[src/rtl/multicycle_ctrl_fsm.sv]
// -----------------------------------------------------------------------------
// multicycle_ctrl_fsm
//
// Main control state machine of the multi-cycle core. Sequences fetch, decode,
// execute, memory and writeback for the instruction held in the instruction
// register. It drives the datapath mux selects and write enables, and decodes
// the immediate-format controls used by the immediate extender.
//
// Optional build macro: UNDEF_TRAP_EN
//   defined   : an undefined encoding seen in DECODE parks the FSM in TRAP
//               (all enables low, Undef=1) until reset; adds the Undef port.
//   undefined : an undefined encoding is treated as a NOP (DECODE -> FETCH).
//
// Parameters:
//   RESET_STATE  state encoding entered on reset (FETCH)
//   MAX_WAIT     memory wait cycles tolerated before MemTimeout sets
//
// Ports:
//   clk        in   system clock, rising edge
//   reset      in   asynchronous, active-high reset
//   Op         in   [1:0] instruction bits [27:26]
//   Funct      in   [5:0] instruction bits [25:20] (Funct[5]=I, Funct[0]=S/L)
//   Rd         in   [3:0] instruction bits [15:12]
//   MemReady   in   memory completed the current access this cycle
//   IRWrite    out  load instruction register
//   AdrSrc     out  memory address select (0=PC, 1=ALU result reg)
//   ALUSrcA    out  [1:0] ALU A select (00=Rn, 01=PC, 10=zero)
//   ALUSrcB    out  [1:0] ALU B select (00=Rm, 01=ExtImm, 10=4)
//   ResultSrc  out  [1:0] result select (00=ALUOut, 01=Data, 10=ALU direct)
//   ALUOp      out  ALU decoder enable
//   NextPC     out  PC write (non-branch)
//   Branch     out  branch candidate
//   RegW       out  register-file write request
//   MemW       out  memory write request
//   ImmSrc     out  [1:0] immediate format
//   IsMovt     out  MOVT qualifier
//   IsMovm     out  MOVM qualifier
//   MemTimeout out  sticky: a memory wait reached MAX_WAIT
//   Undef      out  (UNDEF_TRAP_EN only) FSM parked on an undefined encoding
// -----------------------------------------------------------------------------
module multicycle_ctrl_fsm #(
  parameter logic [3:0]  RESET_STATE = 4'd0,
  parameter int unsigned MAX_WAIT    = 8
) (
  input  logic       clk,
  input  logic       reset,
  input  logic [1:0] Op,
  input  logic [5:0] Funct,
  input  logic [3:0] Rd,
  input  logic       MemReady,
  output logic       IRWrite,
  output logic       AdrSrc,
  output logic [1:0] ALUSrcA,
  output logic [1:0] ALUSrcB,
  output logic [1:0] ResultSrc,
  output logic       ALUOp,
  output logic       NextPC,
  output logic       Branch,
  output logic       RegW,
  output logic       MemW,
  output logic [1:0] ImmSrc,
  output logic       IsMovt,
  output logic       IsMovm,
  output logic       MemTimeout
`ifdef UNDEF_TRAP_EN
  ,
  output logic       Undef
`endif
);

  typedef enum logic [3:0] {
    S_FETCH    = 4'd0,
    S_DECODE   = 4'd1,
    S_EXECUTER = 4'd2,
    S_EXECUTEI = 4'd3,
    S_ALUWB    = 4'd4,
    S_MEMADR   = 4'd5,
    S_MEMREAD  = 4'd6,
    S_MEMWB    = 4'd7,
    S_MEMWRITE = 4'd8,
    S_BRANCH   = 4'd9,
    S_TRAP     = 4'd10
  } state_t;

  localparam int unsigned CW = (MAX_WAIT < 1) ? 1 : $clog2(MAX_WAIT + 1);
  localparam logic [CW-1:0] MAX_CNT = CW'(MAX_WAIT);

  state_t          state_q, state_d;
  logic [CW-1:0]   wait_cnt_q;
  logic            timeout_q;
  logic            wait_state;
  logic            stall;
  logic            cnt_at_max;
  logic            undef_enc;
  logic            rd_is_pc;
  logic            unused_funct;

  // Funct[3:1] carry no control meaning for this FSM.
  assign unused_funct = ^Funct[3:1];

  // Immediate-format decode is purely a function of the instruction bits.
  assign ImmSrc    = Op;
  assign IsMovt    = (Op == 2'b11) && (Funct[5:4] == 2'b01);
  assign IsMovm    = (Op == 2'b11) && (Funct[5:4] == 2'b10);
  assign undef_enc = (Op == 2'b11) && (Funct[5:4] == 2'b11);
  assign rd_is_pc  = (Rd == 4'hF);

  assign wait_state = (state_q == S_FETCH) || (state_q == S_MEMREAD) ||
                      (state_q == S_MEMWRITE);
  assign stall      = wait_state && !MemReady;
  assign cnt_at_max = (wait_cnt_q >= MAX_CNT);

  // The flag is visible as soon as the count reaches the limit and latched
  // on the following edge, so it survives even if the access completes then.
  assign MemTimeout = timeout_q | cnt_at_max;

  // Next-state logic
  always_comb begin
    state_d = state_q;
    case (state_q)
      S_FETCH:    if (MemReady) state_d = S_DECODE;
      S_DECODE: begin
        if (Op == 2'b01)      state_d = S_MEMADR;
        else if (Op == 2'b10) state_d = S_BRANCH;
        else if (Op == 2'b11) begin
          if (!undef_enc)     state_d = S_EXECUTEI;
          else begin
`ifdef UNDEF_TRAP_EN
            state_d = S_TRAP;
`else
            state_d = S_FETCH;
`endif
          end
        end else              state_d = Funct[5] ? S_EXECUTEI : S_EXECUTER;
      end
      S_EXECUTER: state_d = S_ALUWB;
      S_EXECUTEI: state_d = S_ALUWB;
      S_ALUWB:    state_d = S_FETCH;
      S_MEMADR:   state_d = Funct[0] ? S_MEMREAD : S_MEMWRITE;
      S_MEMREAD:  if (MemReady) state_d = S_MEMWB;
      S_MEMWB:    state_d = S_FETCH;
      S_MEMWRITE: if (MemReady) state_d = S_FETCH;
      S_BRANCH:   state_d = S_FETCH;
`ifdef UNDEF_TRAP_EN
      S_TRAP:     state_d = S_TRAP;
`endif
      default:    state_d = S_FETCH;
    endcase
  end

  // State, wait counter and sticky timeout flag
  always_ff @(posedge clk or posedge reset) begin
    if (reset) begin
      state_q    <= state_t'(RESET_STATE);
      wait_cnt_q <= '0;
      timeout_q  <= 1'b0;
    end else begin
      state_q   <= state_d;
      timeout_q <= timeout_q | cnt_at_max;
      if (state_d != state_q)
        wait_cnt_q <= '0;
      else if (stall && !cnt_at_max)
        wait_cnt_q <= wait_cnt_q + CW'(1);
    end
  end

  // Moore output decode (FETCH's IRWrite/NextPC also qualify on MemReady)
  always_comb begin
    IRWrite   = 1'b0;
    AdrSrc    = 1'b0;
    ALUSrcA   = 2'b00;
    ALUSrcB   = 2'b00;
    ResultSrc = 2'b00;
    ALUOp     = 1'b0;
    NextPC    = 1'b0;
    Branch    = 1'b0;
    RegW      = 1'b0;
    MemW      = 1'b0;
`ifdef UNDEF_TRAP_EN
    Undef     = 1'b0;
`endif
    case (state_q)
      S_FETCH: begin
        ALUSrcA   = 2'b01;
        ALUSrcB   = 2'b10;
        ResultSrc = 2'b10;
        // Reset holds the PC and IR still even though the state reads FETCH.
        IRWrite   = MemReady && !reset;
        NextPC    = MemReady && !reset;
      end
      S_DECODE: begin
        ALUSrcA   = 2'b01;
        ALUSrcB   = 2'b10;
        ResultSrc = 2'b10;
      end
      S_EXECUTER: ALUOp = 1'b1;
      S_EXECUTEI: begin
        ALUSrcB = 2'b01;
        ALUOp   = 1'b1;
        // MOV-family immediates pass ExtImm through an A=0 add.
        if (Op == 2'b11) ALUSrcA = 2'b10;
      end
      S_ALUWB: begin
        ResultSrc = 2'b00;
        if (rd_is_pc) NextPC = 1'b1;
        else          RegW   = 1'b1;
      end
      S_MEMADR:  ALUSrcB = 2'b01;
      S_MEMREAD: AdrSrc  = 1'b1;
      S_MEMWB: begin
        ResultSrc = 2'b01;
        if (rd_is_pc) NextPC = 1'b1;
        else          RegW   = 1'b1;
      end
      S_MEMWRITE: begin
        AdrSrc = 1'b1;
        MemW   = 1'b1;
      end
      S_BRANCH: begin
        ALUSrcB   = 2'b01;
        ResultSrc = 2'b10;
        Branch    = 1'b1;
      end
`ifdef UNDEF_TRAP_EN
      S_TRAP: Undef = 1'b1;
`endif
      default: ;
    endcase
  end

endmodule

[config.mk]
export PLATFORM = sky130hd
export DESIGN_NAME = multicycle_ctrl_fsm
export DESIGN_NICKNAME = d
export VERILOG_FILES = /design/src/rtl/multicycle_ctrl_fsm.sv
export SDC_FILE = /design/constraint.sdc
export NUM_CORES = 1
export LEC_CHECK = 0
export BUFFER_PORTS_ARGS = -buffer_cell sky130_fd_sc_hd__buf_2
export CAP_MARGIN = 20
export CORE_MARGIN = 5
export CORE_UTILIZATION = 50
export CTS_CLUSTER_DIAMETER = 60
export DETAILED_ROUTE_END_ITERATION = 10
export PLACE_DENSITY = 0.88
export SLEW_MARGIN = 20
export SYNTH_ARGS = -nofsm -noshare
export SYNTH_HDL_FRONTEND = slang
export SYNTH_SLANG_ARGS = --single-unit
[constraint.sdc]
create_clock -name clk -period 4.05 [get_ports clk]
set_clock_uncertainty 0.05 [all_clocks]
set_input_delay 0.6075 -clock clk [delete_from_list [all_inputs] [get_ports clk]]
set_output_delay 0.6075 -clock clk [all_outputs]
set_load 0.005 [all_outputs]
==> flow_results.xml <==
<?xml version="1.0" encoding="UTF-8"?>
<metrics>
  <group name="global_routing">
    <metric name="busiest_layer" unit="">met2</metric>
    <metric name="grt_pass1_wl" unit="µm">3370</metric>
    <metric name="grt_antenna_before_repair" unit="">0</metric>
    <metric name="grt_use_met3" unit="%">4.01</metric>
    <metric name="grt-ovfl-total" unit="">0</metric>
    <metric name="grt_start_max_net_pins" unit="">20</metric>
    <metric name="globalRouteTotalUtil" unit="%">16.1</metric>
    <metric name="global_route.usage.met1" unit="%">19.1</metric>
    <metric name="first_global_vias" unit="">798</metric>
    <metric name="globalRouteMet2Util" unit="%">28.9</metric>
  </group>
  <group name="synthesis">
    <metric name="ys_ff_latch" unit="">9</metric>
    <metric name="yosys.area_share.adder" unit="%">2.82</metric>
    <metric name="syn-num-nets" unit="">116</metric>
    <metric name="synth_top_family_by_area" unit="">simple AND/OR/NAND/NOR gates</metric>
    <metric name="syn-instance-count" unit="">99</metric>
    <metric name="post_synth_cell_types" unit="">42</metric>
    <metric name="synth.mux.area_fraction" unit="%">1.13</metric>
    <metric name="yosys.area_share.xor_xnor" unit="%">3.95</metric>
    <metric name="synth_simple_gate_area_share" unit="%">32.2</metric>
    <metric name="syn_avg_cell_area" unit="µm²">8.95</metric>
    <metric name="post_synth_main_area_contributors" unit="">dfrtp_1, buf_6, a211oi_1, a2111oi_4, inv_1</metric>
    <metric name="yosysWarningCount" unit="">0</metric>
    <metric name="top_area_cell_type_share_of_the_netlist_area" unit="%">25.4</metric>
    <metric name="seq_total_area_yosys" unit="%">25.4</metric>
    <metric name="synth-compound-area-share" unit="%">24.3</metric>
    <metric name="mappedNetlistArea" unit="µm²">886</metric>
    <metric name="post-synth-top-area-cell" unit="">dfrtp_1</metric>
  </group>
  <group name="clock_network">
    <metric name="tritoncts" unit="">built</metric>
    <metric name="htree_num_levels" unit="">1</metric>
    <metric name="clkSinkCount" unit="">9</metric>
    <metric name="cts.hold.buffers_added" unit="">0</metric>
    <metric name="clkLatencyLatePin" unit="ns">0.25</metric>
    <metric name="cts-resized-gates" unit="">0</metric>
    <metric name="tritoncts.num_buffers" unit="">3</metric>
    <metric name="clk_root_buffer_cell" unit="">clkbuf_4</metric>
    <metric name="path_clk_slew" unit="ns">0.06</metric>
    <metric name="post_cts.repair.setup_buffers" unit="">0</metric>
    <metric name="clockBufferDepth" unit="">2</metric>
  </group>
  <group name="final_layout">
    <metric name="syn_to_final_growth" unit="%">15.7</metric>
    <metric name="antenna_cells_inserted" unit="">0</metric>
    <metric name="layout.nets" unit="">142</metric>
    <metric name="final_cell_area" unit="µm²">1020</metric>
    <metric name="final_layout_size_suffix_gt1_share" unit="%">34.7</metric>
    <metric name="layout.core_utilization" unit="%">60.0</metric>
  </group>
  <group name="die">
    <metric name="die_h" unit="µm">52.1</metric>
    <metric name="floorplan.die_area" unit="µm²">2710</metric>
    <metric name="io_pins" unit="">33</metric>
    <metric name="core_area" unit="µm²">1710</metric>
    <metric name="chip_width" unit="µm">52.1</metric>
    <metric name="total_number_of_placement_rows" unit="">15</metric>
    <metric name="floorplan.initialDensity" unit="%">51.9</metric>
  </group>
  <group name="place">
    <metric name="placement.cell_area" unit="µm²">998</metric>
    <metric name="total_of_buffers_placed_on_input_and_output_ports" unit="">29</metric>
    <metric name="dp.final_hpwl" unit="µm">1500</metric>
    <metric name="global_placer_s_final_weighted_congestion" unit="">0.797</metric>
  </group>
  <group name="drt">
    <metric name="drc" unit="">0</metric>
    <metric name="finalWirelength" unit="µm">1900</metric>
    <metric name="via_count" unit="">787</metric>
    <metric name="via_per_inst" unit="">5.28</metric>
    <metric name="drt_pass1_iterations" unit="">3</metric>
    <metric name="ant_nets" unit="">0</metric>
    <metric name="drt_first_iter_violations" unit="">9</metric>
    <metric name="routedWlPerCell" unit="µm">12.8</metric>
  </group>
  <group name="critical_path">
    <metric name="crit_path_cell_trace" unit="">or3_1 -&gt; nor3_2 -&gt; o21bai_1 -&gt; buf_2</metric>
    <metric name="critPathBufInv" unit="">1</metric>
    <metric name="cp_data_required_time" unit="ns">3.39</metric>
    <metric name="setup.worst_path.start" unit="">state_q[2]</metric>
    <metric name="end_kind" unit="">output pin</metric>
    <metric name="crit_fanout" unit="">19</metric>
    <metric name="setup.worst_path.class" unit="">reg -&gt; out</metric>
    <metric name="cp_slowest_stage_delay" unit="ns">0.62</metric>
    <metric name="worstReg2RegStart" unit="">state_q[1]</metric>
    <metric name="timing.critical_path.from_type" unit="">flop</metric>
    <metric name="critPathArrivalTime" unit="ns">1.79</metric>
    <metric name="worst_path_dominant_cell_family" unit="">simple AND/OR/NAND/NOR gates</metric>
    <metric name="cpMaxStageDelayCell" unit="">dfrtp_1</metric>
  </group>
  <group name="flow_run">
    <metric name="maxCapViolCount" unit="">0</metric>
  </group>
  <group name="timing">
    <metric name="tightestPinTransition" unit="ns">0.678</metric>
    <metric name="fin_crit" unit="ns">2.45</metric>
    <metric name="report.final.hold_viol_count" unit="">0</metric>
    <metric name="fmax" unit="MHz">409</metric>
    <metric name="timing.slew.headroom" unit="%">54.8</metric>
    <metric name="rsz0062_at_grt" unit="">false</metric>
    <metric name="timing.setup.tns" unit="ns">0</metric>
    <metric name="setup_viol_count_final" unit="">0</metric>
    <metric name="maxSlewViolCount" unit="">0</metric>
    <metric name="fin_crit_sh" unit="%">60.4</metric>
  </group>
  <group name="status">
    <metric name="status" unit="">finished, final reports clean</metric>
  </group>
  <group name="power">
    <metric name="power.density" unit="nW/µm²">593</metric>
    <metric name="max-vdd-ir-drop" unit="µV">308</metric>
    <metric name="leakagePower" unit="nW">0.507</metric>
  </group>
  <group name="hold_path">
    <metric name="type_of_the_most_critical_hold_path" unit="">in -&gt; async</metric>
  </group>
</metrics>
[power breakdown]
| group | internal, mW | switching, mW |
|---|---|---|
| registers | 0.113 | 0.0924 |
| clock network | 0.0378 | 0.0283 |
| logic | 0.175 | 0.162 |
| total | 0.326 | 0.282 |
[final timing paths]
check	endpoint	slack [ns]	cells past startpoint
min in group clk	timeout_q	0.40	1
max in group asynchronous	state_q[3]	3.44	2
setup reg to reg	wait_cnt_q[2]	2.16	4
setup / recovery	NextPC	1.60	4
hold / removal	timeout_q	0.26	2
hold reg to reg	timeout_q	0.40	1
[cell type report]
class                   count  area (µm²)
fillers                   154         683
multi-input cells          75         571
flip-flops and latches      9         225
repair buffers             29         145
clock buffers               4        26.3
inverters                   7        26.3
well taps                  25        31.3
[per-layer routing]
| layer | share of wire (%) | vias to the layer above |
|---|---|---|
| met2 | 52 | 18 |
| met1 | 42 | 365 |
| li1 | - | 404 |
| met5 | 0 | - |
| met3 | 5.9 | 0 |
| met4 | 0 | 0 |
[placed cells by master, fill, tap and decap left out, drive strengths merged, types with 3 or more instances in the layout]
cell type / Yosys / layout
buf: 8 / 29
dfrtp: 9 / 9
inv: 7 / 7
nand2: 7 / 7
nor2: 5 / 5
a211oi: 5 / 5
nand2b: 4 / 4
nor2b: 4 / 4
a21oi: 4 / 4
o21bai: 4 / 4
clkbuf: 0 / 4
nor3b: 3 / 3
a31oi: 3 / 3
or3: 3 / 3
o21ai: 3 / 3
[through the flow]
step                worst slack, ns  total power [mW]  hold WS [ns]  cells
floorplan                      2.15             0.469         0.385     99
global placement               1.91             0.527         0.385    145
detailed placement             1.88             0.549         0.393    145
CTS                            1.60             0.614         0.273    149
global route                   1.49             0.672         0.279    149
finish                         1.60             0.608         0.265    149
[cell usage after synthesis]
master and count:
dfrtp_1 9, inv_1 7, nand2_1 7, nor2_1 5, a211oi_1 4, a21oi_1 4, nand2b_1 4, nor2b_1 4
a31oi_1 3, buf_2 3, buf_6 3, nor3b_1 3, o21ai_0 3, o21bai_1 3, or3_1 3, and3_1 2
buf_4 2, ha_1 2, nand3_1 2, o211a_1 2, xnor2_1 2, xor2_1 2, a2111oi_4 1, a211oi_2 1
and2_1 1, and2_4 1, and4bb_1 1, mux2i_1 1, nand3b_1 1, nand4_1 1, nor3_1 1, nor3_2 1
nor4_1 1, nor4b_2 1, nor4b_4 1, nor4bb_1 1, o2111ai_2 1, o21bai_2 1, o22ai_1 1, o32ai_2 1
or2_2 1, or2_4 1
[worst reg2reg max path, stage by stage, from the launching register on]
cell	delay (ns)
dfrtp_1	0.76
nand2b_1	0.24
a211oi_2	0.29
o2111ai_2	0.20
a211oi_1	0.27
[registers in the layout, indices dropped and copies added, names as in the netlist]
register	count
timeout_q	1
state_q	4
wait_cnt_q	4
[kinds of logic after synthesis]
group           after synthesis
mux                           1
flops                         9
simple gates                 43
compound gates               25
fa+ha+maj                     2
buf+inv                      15
xor+xnor                      4
No activity file was read; power rests on OpenSTA's default activity.
